**config.mk**
```make
export PLATFORM = sky130hd
export DESIGN_NAME = joy_conditioner
export DESIGN_NICKNAME = d
export VERILOG_FILES = /design/src/rtl/joy_conditioner.sv
export SDC_FILE = /design/constraint.sdc
export NUM_CORES = 1
export LEC_CHECK = 0
export BUFFER_PORTS_ARGS = -buffer_cell sky130_fd_sc_hd__buf_2
export CAP_MARGIN = 20
export CORE_UTILIZATION = 33
export DETAILED_ROUTE_END_ITERATION = 10
export PLACE_DENSITY = 0.51
export SKIP_CTS_REPAIR_TIMING = 1
export SLEW_MARGIN = 20
export SYNTH_ARGS = -nofsm -noshare
export SYNTH_HDL_FRONTEND = slang
export SYNTH_SLANG_ARGS = --single-unit
```
**constraint.sdc**
```tcl
create_clock -name clk -period 2.8 [get_ports clk]
set_clock_uncertainty 0.05 [all_clocks]
set_input_delay 0.56 -clock clk [delete_from_list [all_inputs] [get_ports clk]]
set_output_delay 0.56 -clock clk [all_outputs]
set_load 0.01 [all_outputs]
```
**src/rtl/joy_conditioner.sv**
```systemverilog
// joy_conditioner: synchronises, debounces and optionally autofires the two
// active-low 8-bit joystick button vectors coming from the serial decoder.
// Optional build macro: JOY_SOCD_CLEAN_EN enables per-player SOCD neutralisation
// (opposing directions pressed together are both reported as released).
module joy_conditioner #(
  parameter int unsigned TICK_DIV      = 1000,
  parameter int unsigned DEBOUNCE_N    = 4,
  parameter int unsigned AUTOFIRE_HALF = 8
) (
  input  logic       clk,
  input  logic       reset,
  input  logic [7:0] joy1_raw,
  input  logic [7:0] joy2_raw,
  input  logic       joy1_af_en,
  input  logic       joy2_af_en,
  output logic [7:0] joy1_out,
  output logic [7:0] joy2_out,
  output logic       sample_tick
);

  localparam int unsigned TickW = (TICK_DIV > 1) ? $clog2(TICK_DIV) : 1;
  localparam int unsigned DbW   = (DEBOUNCE_N > 1) ? $clog2(DEBOUNCE_N) : 1;
  localparam int unsigned AfW   = (AUTOFIRE_HALF > 1) ? $clog2(AUTOFIRE_HALF) : 1;

  localparam logic [TickW-1:0] TickLast = TickW'(TICK_DIV - 1);
  localparam logic [DbW-1:0]   DbLast   = DbW'(DEBOUNCE_N - 1);
  localparam logic [AfW-1:0]   AfLast   = AfW'(AUTOFIRE_HALF - 1);

  // Bit offset of fire1 inside each player's byte.
  localparam int unsigned Fire1 = 4;

  // ---------------------------------------------------------------------------
  // Tick generator
  // ---------------------------------------------------------------------------
  logic [TickW-1:0] tick_cnt_q, tick_cnt_d;
  logic             tick_q;

  // Free-running sample counter, wraps at TICK_DIV-1.
  always_comb begin
    tick_cnt_d = (tick_cnt_q == TickLast) ? '0 : tick_cnt_q + TickW'(1);
  end

  // tick_q is registered so it is high exactly while the counter holds TICK_DIV-1.
  always_ff @(posedge clk) begin
    if (reset) begin
      tick_cnt_q <= '0;
      tick_q     <= 1'b0;
    end else begin
      tick_cnt_q <= tick_cnt_d;
      tick_q     <= (tick_cnt_d == TickLast);
    end
  end

  assign sample_tick = tick_q;

  // ---------------------------------------------------------------------------
  // Two-flop synchroniser: [15:0] buttons, [16] joy1_af_en, [17] joy2_af_en
  // ---------------------------------------------------------------------------
  logic [17:0] sync1_q, sync2_q;

  // Decoder outputs are asynchronous to clk; flops reset to the released level.
  always_ff @(posedge clk) begin
    if (reset) begin
      sync1_q <= '1;
      sync2_q <= '1;
    end else begin
      sync1_q <= {joy2_af_en, joy1_af_en, joy2_raw, joy1_raw};
      sync2_q <= sync1_q;
    end
  end

  // ---------------------------------------------------------------------------
  // Debounce: a new level is accepted after DEBOUNCE_N consecutive differing ticks
  // ---------------------------------------------------------------------------
  logic [15:0]          stable_q, stable_d;
  logic [15:0][DbW-1:0] db_cnt_q, db_cnt_d;

  // Per-bit debounce counters, advanced only on tick cycles.
  always_comb begin
    stable_d = stable_q;
    db_cnt_d = db_cnt_q;
    if (tick_q) begin
      for (int i = 0; i < 16; i++) begin
        if (sync2_q[i] == stable_q[i]) begin
          // Bounce back to the stable level restarts the count.
          db_cnt_d[i] = '0;
        end else if (db_cnt_q[i] == DbLast) begin
          stable_d[i] = sync2_q[i];
          db_cnt_d[i] = '0;
        end else begin
          db_cnt_d[i] = db_cnt_q[i] + DbW'(1);
        end
      end
    end
  end

  // Debounced level and counter state.
  always_ff @(posedge clk) begin
    if (reset) begin
      stable_q <= '1;
      db_cnt_q <= '0;
    end else begin
      stable_q <= stable_d;
      db_cnt_q <= db_cnt_d;
    end
  end

  // ---------------------------------------------------------------------------
  // Autofire on fire1, one engine per player
  // ---------------------------------------------------------------------------
  logic [1:0]          af_active;
  logic [1:0]          af_phase_q, af_phase_d;
  logic [1:0][AfW-1:0] af_cnt_q, af_cnt_d;

  // Phase 0 reads as pressed, so a fresh press is passed through at once.
  always_comb begin
    af_active  = '0;
    af_phase_d = af_phase_q;
    af_cnt_d   = af_cnt_q;
    for (int p = 0; p < 2; p++) begin
      af_active[p] = sync2_q[16+p] & ~stable_q[8*p+Fire1];
      if (!af_active[p]) begin
        af_phase_d[p] = 1'b0;
        af_cnt_d[p]   = '0;
      end else if (tick_q) begin
        if (af_cnt_q[p] == AfLast) begin
          af_cnt_d[p]   = '0;
          af_phase_d[p] = ~af_phase_q[p];
        end else begin
          af_cnt_d[p] = af_cnt_q[p] + AfW'(1);
        end
      end
    end
  end

  // Autofire phase and half-period counters.
  always_ff @(posedge clk) begin
    if (reset) begin
      af_phase_q <= '0;
      af_cnt_q   <= '0;
    end else begin
      af_phase_q <= af_phase_d;
      af_cnt_q   <= af_cnt_d;
    end
  end

  // ---------------------------------------------------------------------------
  // Output conditioning and register
  // ---------------------------------------------------------------------------
  logic [15:0] cond;
  logic [15:0] out_q;

  // Build the conditioned vector from the debounced state and autofire phase.
  always_comb begin
    cond = stable_q;
    for (int p = 0; p < 2; p++) begin
      cond[8*p+Fire1] = stable_q[8*p+Fire1] | (af_active[p] & af_phase_q[p]);
`ifdef JOY_SOCD_CLEAN_EN
      // Up+down or left+right together resolve to neither pressed.
      if (!stable_q[8*p+0] && !stable_q[8*p+1]) begin
        cond[8*p+0] = 1'b1;
        cond[8*p+1] = 1'b1;
      end
      if (!stable_q[8*p+2] && !stable_q[8*p+3]) begin
        cond[8*p+2] = 1'b1;
        cond[8*p+3] = 1'b1;
      end
`endif
    end
  end

  // Registered outputs keep the PSG mux inputs glitch-free.
  always_ff @(posedge clk) begin
    if (reset) begin
      out_q <= '1;
    end else begin
      out_q <= cond;
    end
  end

  assign joy1_out = out_q[7:0];
  assign joy2_out = out_q[15:8];

endmodule
```
# Word level (Yosys, flattened, before mapping)
# Cells that the tools add are included.
[totals] register_bits=119 input_bits=20 out_inout_bits=17
[op_classes] n_addsub=19 n_eq_ne=36 muxes=35 n_bitwise=28 reduce_logical=20
[op_table] op="2-bit two-way mux" n=32
[op_table] op="3-bit AND reduction" n=16
[op_table] op="2-bit by 1-bit adder with 2-bit output (second input constant)" n=16
[op_table] op="2-bit equality test (second input constant)" n=16
[op_table] op="1-bit NOT" n=22
[op_table] op="10-bit equality test (second input constant)" n=2
[op_table] op="1-bit equality test" n=16
[op_table] op="10-bit by 1-bit adder with 10-bit output (second input constant)" n=1
[op_table] op="10-bit two-way mux" n=1
[op_table] op="3-bit by 1-bit adder with 3-bit output (second input constant)" n=2
[op_table] op="3-bit equality test (second input constant)" n=2
[op_table] op="3-bit two-way mux" n=2
[op_table] op="1-bit AND" n=4
[op_table] op="2-bit AND reduction" n=2
[op_table] op="2-bit OR reduction" n=2
[op_table] op="1-bit OR" n=2

# Longest topological paths before layout
# Gate-level depths: netlist of run 1.
[logic_depth] ltp_word=4 depth_mapped=6 ltp_nobuf=5

# Worst setup path after synthesis of run 1
# No wires, ideal clock.
[synth_path] path_kind="register -> register" start="register tick_cnt_q[0]" end="register tick_q (netlist: sample_tick)" setup_time_ps=87 arrival_time_ps=1461 slack_ps=1202 path_stages_with_launch=6 n_path_buf=0 period_less_slack_ps=1598 cell_sequence="dfxtp_1 ha_1 nand4_1 or3b_1 a31oi_2 nor4b_2"
[synth_via] elab_chain_cells=3 word_cells_on_any_way=4 classes_between="add/sub (1); eq/ne (2); mux (1)"
[synth_rtl] element="start: declaration" line="35" rtl="logic [TickW-1:0] tick_cnt_q, tick_cnt_d;"
[synth_rtl] element="start signal: assignment" line="49" rtl="tick_cnt_q <= tick_cnt_d;"
[synth_rtl] element="10-bit by 1-bit adder with 10-bit output or 10-bit equality test (tied branches)" line="40" rtl="tick_cnt_d = (tick_cnt_q == TickLast) ? '0 : tick_cnt_q + TickW'(1);"
[synth_rtl] element="10-bit two-way mux (*)" line="40"
[synth_rtl] element="10-bit equality test (*)" line="50" rtl="tick_q <= (tick_cnt_d == TickLast);"
[synth_rtl] element="end signal: assignment" line="50"
[synth_rtl] element="end: declaration" line="36" rtl="logic tick_q;"
# Every way passes the cells marked *; elsewhere a longest branch is shown, timed or not.
# A chain may end at the register's enable or synchronous reset.

# Worst setup path in the final report of run 1
[layout_path] start="register tick_q (netlist: sample_tick)" end="output sample_tick"
[layout_rtl] element="end: declaration" line="18" rtl="output logic sample_tick"
# No word-level cell between the ends.

==> results of run 1 <==
state kept, by name (all words and copies together) (netlist names):
signal       count
sync2_q         18
sync1_q         18
tick_cnt_q      10
sample_tick      1
out_q           16
af_cnt_q         6
af_phase_q       2
db_cnt_q        32
stable_q        16
worst max-delay path, delay by kind of cell, from the launching register on:
family	cells	cell delay, ps
buf+inv	2	470
flops	1	330
final cells by class:
class / count / area, sq um
tap: 176 / 220
clock inverter: 4 / 20.0
sequential: 119 / 2380
clock buffer: 26 / 499
fill: 1336 / 7910
multi-input combinational: 312 / 1980
timing repair buffer: 42 / 225
inverter: 3 / 11.3
cell families (layout without fill, tap and decap cells):
logic type	after synthesis	in the layout	synth area share, %
fa+ha+maj	22	22	6.14
compound gates	82	82	12.7
flops	119	119	53.2
buf+inv	29	75	2.71
xor+xnor	21	21	4.10
mux	2	2	0.447
simple gates	185	185	20.7
path summary, 6_finish.rpt:
check / start / to / cells past startpoint
max: sample_tick$_SDFF_PP0_ / sample_tick / 2
min: joy1_af_en / sync1_q[16]$_SDFF_PP1_ / 2
max reg2reg: tick_cnt_q[0]$_SDFF_PP0_ / sample_tick$_SDFF_PP0_ / 5
min reg2reg: sync1_q[9]$_SDFF_PP1_ / sync2_q[9]$_SDFF_PP1_ / 1
cells in the final DEF (no fill, tap or decap), drive strengths merged, types with 2 or more instances in the layout:
| cell | count |
|---|---|
| dfxtp | 119 |
| o211ai | 2 |
| nand2 | 46 |
| buf | 42 |
| a21boi | 17 |
| a21oi | 37 |
| clkinv | 4 |
| ha | 22 |
| xor2 | 19 |
| inv | 3 |
| nand3 | 35 |
| clkbuf | 26 |
| or2 | 50 |
| o21a | 2 |
| nor2 | 35 |
| nand2b | 2 |
| mux2i | 2 |
| xnor2 | 2 |
| nor3 | 4 |
| a311o | 16 |
routing by layer:
layer | global-route usage [%] | vias to the layer above | part of all wire, %
li1 | - | 1643 | -
met1 | 13.4 | 1460 | 47
met2 | 19.8 | 38 | 48
met3 | 4.78 | 10 | 3.3
met4 | 6.41 | 0 | 1.5
met5 | 0 | - | 0
metrics by stage:
stage,instances,hold slack (ps),setup slack [ps]
floorplan,460,339,1200
global placement,652,344,975
detailed placement,652,342,923
CTS,682,266,945
global route,682,269,876
finish,682,288,977
power by group:
| group | internal [mW] | switching (mW) | leakage (nW) |
|---|---|---|---|
| Sequential | 1.73 | 0.0152 | 0.970 |
| Clock | 1.21 | 0.685 | 0.260 |
| Combinational | 0.0375 | 0.0404 | 0.760 |
==> reports/qor.yml, run 1 <==
outcome: "complete, no violations"
initial_core_util_pct: 33.8
drc: 0
coreArea_sq_um: 13200
io_pins: 37
dr.first_iter.drc_count: 141
die_w_um: 119
max-cap-violations: 0
port_buffers: 36
power.leakage_nw: 1.99
slowest_stage: "dfxtp_2"
grt_pass1_vias: 2990
peakVddDrop_mv: 0.407
worstPathRequired_ps: 2190
synth_enable_flop_cells: 0
placed_area_sq_um: 4820
clock.fmax_mhz: 548
ff2ff_setup_slack_ps: 1000
num_rows: 42
grt_overflow: 0
arrival_ps: 1210
fin_nets: 537
post-route-util_pct: 40.3
async_flop_share_pct: 0
fin_tns_setup_ps: 0
ys_types: 43
synth.top_cells.by_area: "dfxtp_1 (53%), or2_2 (7.0%), ha_1 (6.1%)"
worst_pin_slew_ps: 773
end_kind: "output pin"
relSlewSlack_pct: 48.4
via_count: 3151
clockBufferDepth: 2
gp_congestion: 0.765
synth-seq-cells: 119
grt_pass1_wl_mm: 13.4
slew_violations: 0
setup_viol: 0
n_antenna_cell: 0
ys_warn_count: 0
ys.flop_type: "dfxtp_1"
avgRoutedWirePerCell_um: 11.4
crit_chain: "buf_4, buf_2"
post-route-min-period_ps: 1820
dieHeight_um: 119
syn_avg_cell_area_sq_um: 9.74
syn_nets: 502
powerDensity_nw_per_um2: 695
synth_area_sq_um: 4480
clk_pin_slew_ps: 50
areaGrowthSynthToFinish_pct: 19.1
drive_gt1_share_pct: 23.9
hold_viol: 0
antenna_found_initial: 0
syn_inst: 460
synth_top_area_cell: "dfxtp_1"
fin_crit_sh_pct: 65.1
hpwl_mm: 4.97
synthTopCellsByCount: "dfxtp_1 (119), or2_2 (50), nand2_1 (46)"
p_total_mw: 3.71
ys_seq_area_share_pct: 53.2
hold_class: "in2reg"
slowest_delay_ps: 330
critPathMaxFanout: 27
dieArea_sq_um: 14100
cts_tree: "yes"
antenna_left: 0
numCtsBuffers: 17
path_class: "reg2out"
cts-root-buf: "clkbuf_16"
rsz0062_at_grt: "no"
clock_sinks: 119
grt_max_degree: 45
drt-total-wl_mm: 7.74
insertion_delay_ps: 400
viasPerCell: 4.62
synthDominantCellAreaShare_pct: 53.2
grt_util_all_layers_pct: 12.1
dr.pass1.iters: 4
synth_most_common_cell: "dfxtp_1"
cts.htree.levels: 4
final_area_sq_um: 5340
cp-start-kind: "flop"
(Power assumes the default switching activity.)
==> run 2, diff against run 1 <==
==> constraint.sdc (replaced) <==
create_clock -name clk -period 1.71 [get_ports clk]
set_clock_uncertainty 0.05 [all_clocks]
set_input_delay 0.342 -clock clk [delete_from_list [all_inputs] [get_ports clk]]
set_output_delay 0.342 -clock clk [all_outputs]
set_load 0.01 [all_outputs]
==> run 2 against run 1 <==
  * First-iteration DRC count grew 5.7%
  * Core utilization grew 0.48 points
  * Final area up 1.2%
  * Critical path type unchanged
  * Largest cell class unchanged
  * Highest routed layer unchanged
==> reports/qor.yml, run 2 (synthesized netlist as in run 1, its figures left out) <==
outcome: "complete, no violations"
arrival_ps: 1210  # about the same
fin_nets: 541  # +0.74%
cp-start-kind: "flop"
clock_sinks: 119  # unchanged
relSlewSlack_pct: 73.5  # +25 points
max-cap-violations: 0  # unchanged
cts.htree.levels: 4  # unchanged
multi_input_area_sq_um: 1990  # +0.63%
grt_max_degree: 48  # +6.7%
insertion_delay_ps: 410  # about the same
layout_commonest_cell: "dfxtp_1"
cts_tree: "yes"
top_register: "db_cnt_q"
coreArea_sq_um: 13200  # unchanged
antenna_left: 0  # unchanged
slew_violations: 0  # unchanged
nFillCells: 1286  # -3.7%
grt_util_all_layers_pct: 12.3  # +0.26 points
port_buffers: 36  # unchanged
num_rows: 42  # unchanged
avgRoutedWirePerCell_um: 11.5  # +1.1%
setup_viol: 0  # unchanged
path_class: "reg2out"
fin_crit_sh_pct: 93.7
worst_pin_slew_ps: 398  # -375 ps
drive_gt1_share_pct: 25.3  # +1.4 points
power.leakage_nw: 2.02  # +1.4%
hold_viol: 0  # unchanged
end_kind: "output pin"
dr.pass1.iters: 6  # +2
grt_pass1_vias: 3142  # +5.1%
post-route-min-period_ps: 1600
peakVddDrop_mv: 0.831  # +100%
antenna_found_initial: 0  # unchanged
grt_pass1_wl_mm: 13.7  # +2.8%
drt-total-wl_mm: 7.86  # +1.5%
critPathMaxFanout: 24  # -11%
numCtsBuffers: 17  # unchanged
areaGrowthSynthToFinish_pct: 20.5
io_pins: 37  # unchanged
cts-root-buf: "clkbuf_16"
powerDensity_nw_per_um2: 1140  # +63%
clockBufferDepth: 2  # unchanged
placed_area_sq_um: 4860  # +0.88%
largest_reg_flops: 32  # unchanged
clock.fmax_mhz: 624
rsz0062_at_grt: "no"
dieHeight_um: 119  # unchanged
dieArea_sq_um: 14100  # unchanged
whs_ps: 64.6  # -223 ps
via_count: 3172  # +0.67%
drc: 0  # unchanged
grt_overflow: 0  # unchanged
viasPerCell: 4.63  # +0.23%
n_antenna_cell: 0  # unchanged
final_area_sq_um: 5400  # +1.2%
gp_congestion: 0.785  # +2.7%
clk_pin_slew_ps: 50  # about the same
finalNonFillerCells: 685  # +0.44%
largestRegisters: "db_cnt_q x32, sync1_q x18, sync2_q x18"
hold_class: "in2reg"
dr.first_iter.drc_count: 149  # +5.7%
fin_tns_setup_ps: 0  # unchanged
regArea_sq_um: 2390  # +0.10%
worstPathRequired_ps: 1320  # -870 ps
initial_core_util_pct: 33.8  # unchanged
dp.cells: 656  # +0.61%
hpwl_mm: 5.05  # +1.5%
mostFrequentLayoutCells: "dfxtp_1 (116), or2_2 (50), nand2_1 (46)"
die_w_um: 119  # unchanged
-- run 2: changes by cell type in the layout (fill, tap and decap cells not counted), sizes merged --
| cell | delta |
|---|---|
| clkbuf | -1 |
| buf | +4 |
-- run 2: stage by stage --
stage	worst slack (ps)	util (%)	total power, mW
final	107	40.8	6.13
after global routing	23.8	40.8	6.36
after CTS	55.2	40.7	6.23
after detailed placement	85.2	36.7	3.05
after global placement	99.8	36.7	3.04
after floorplan	112	-	2.99
-- run 2: path summary, 6_finish.rpt --
kind | slack (ps) | cells past startpoint | from | to
max | 110 | 2 | sample_tick$_SDFF_PP0_ | sample_tick
min | 60 | 2 | joy2_raw[0] | sync1_q[8]$_SDFF_PP1_
max reg2reg | 150 | 5 | tick_cnt_q[0]$_SDFF_PP0_ | sample_tick$_SDFF_PP0_
min reg2reg | 350 | 1 | sync1_q[2]$_SDFF_PP1_ | sync2_q[2]$_SDFF_PP1_
-- run 2: final cells by class --
type	count	share of cell area, %
flip-flops and latches	119	44.2
multi-input cells	312	36.9
clock buffers	25	9.36
repair buffers	46	4.96
well taps	176	4.08
clock inverters	4	0.371
inverters	3	0.208
-- run 2: power breakdown --
group | switching (mW) | leakage [nW] | internal [mW]
clock network | 1.13 | 0.265 | 2.00
registers | 0.0247 | 0.971 | 2.83
logic | 0.0704 | 0.784 | 0.0708
-- run 2: layer usage --
layer  wire (um)  GRT usage (%)
met1        3690           13.7
met5           0              0
met3         255           4.78
met2        3790           20.7
met4         132           5.78
-- run 2: worst max-delay path: stages (launching register included) --
cell	delay, ps
dfxtp_2	350
buf_4	270
buf_2	180
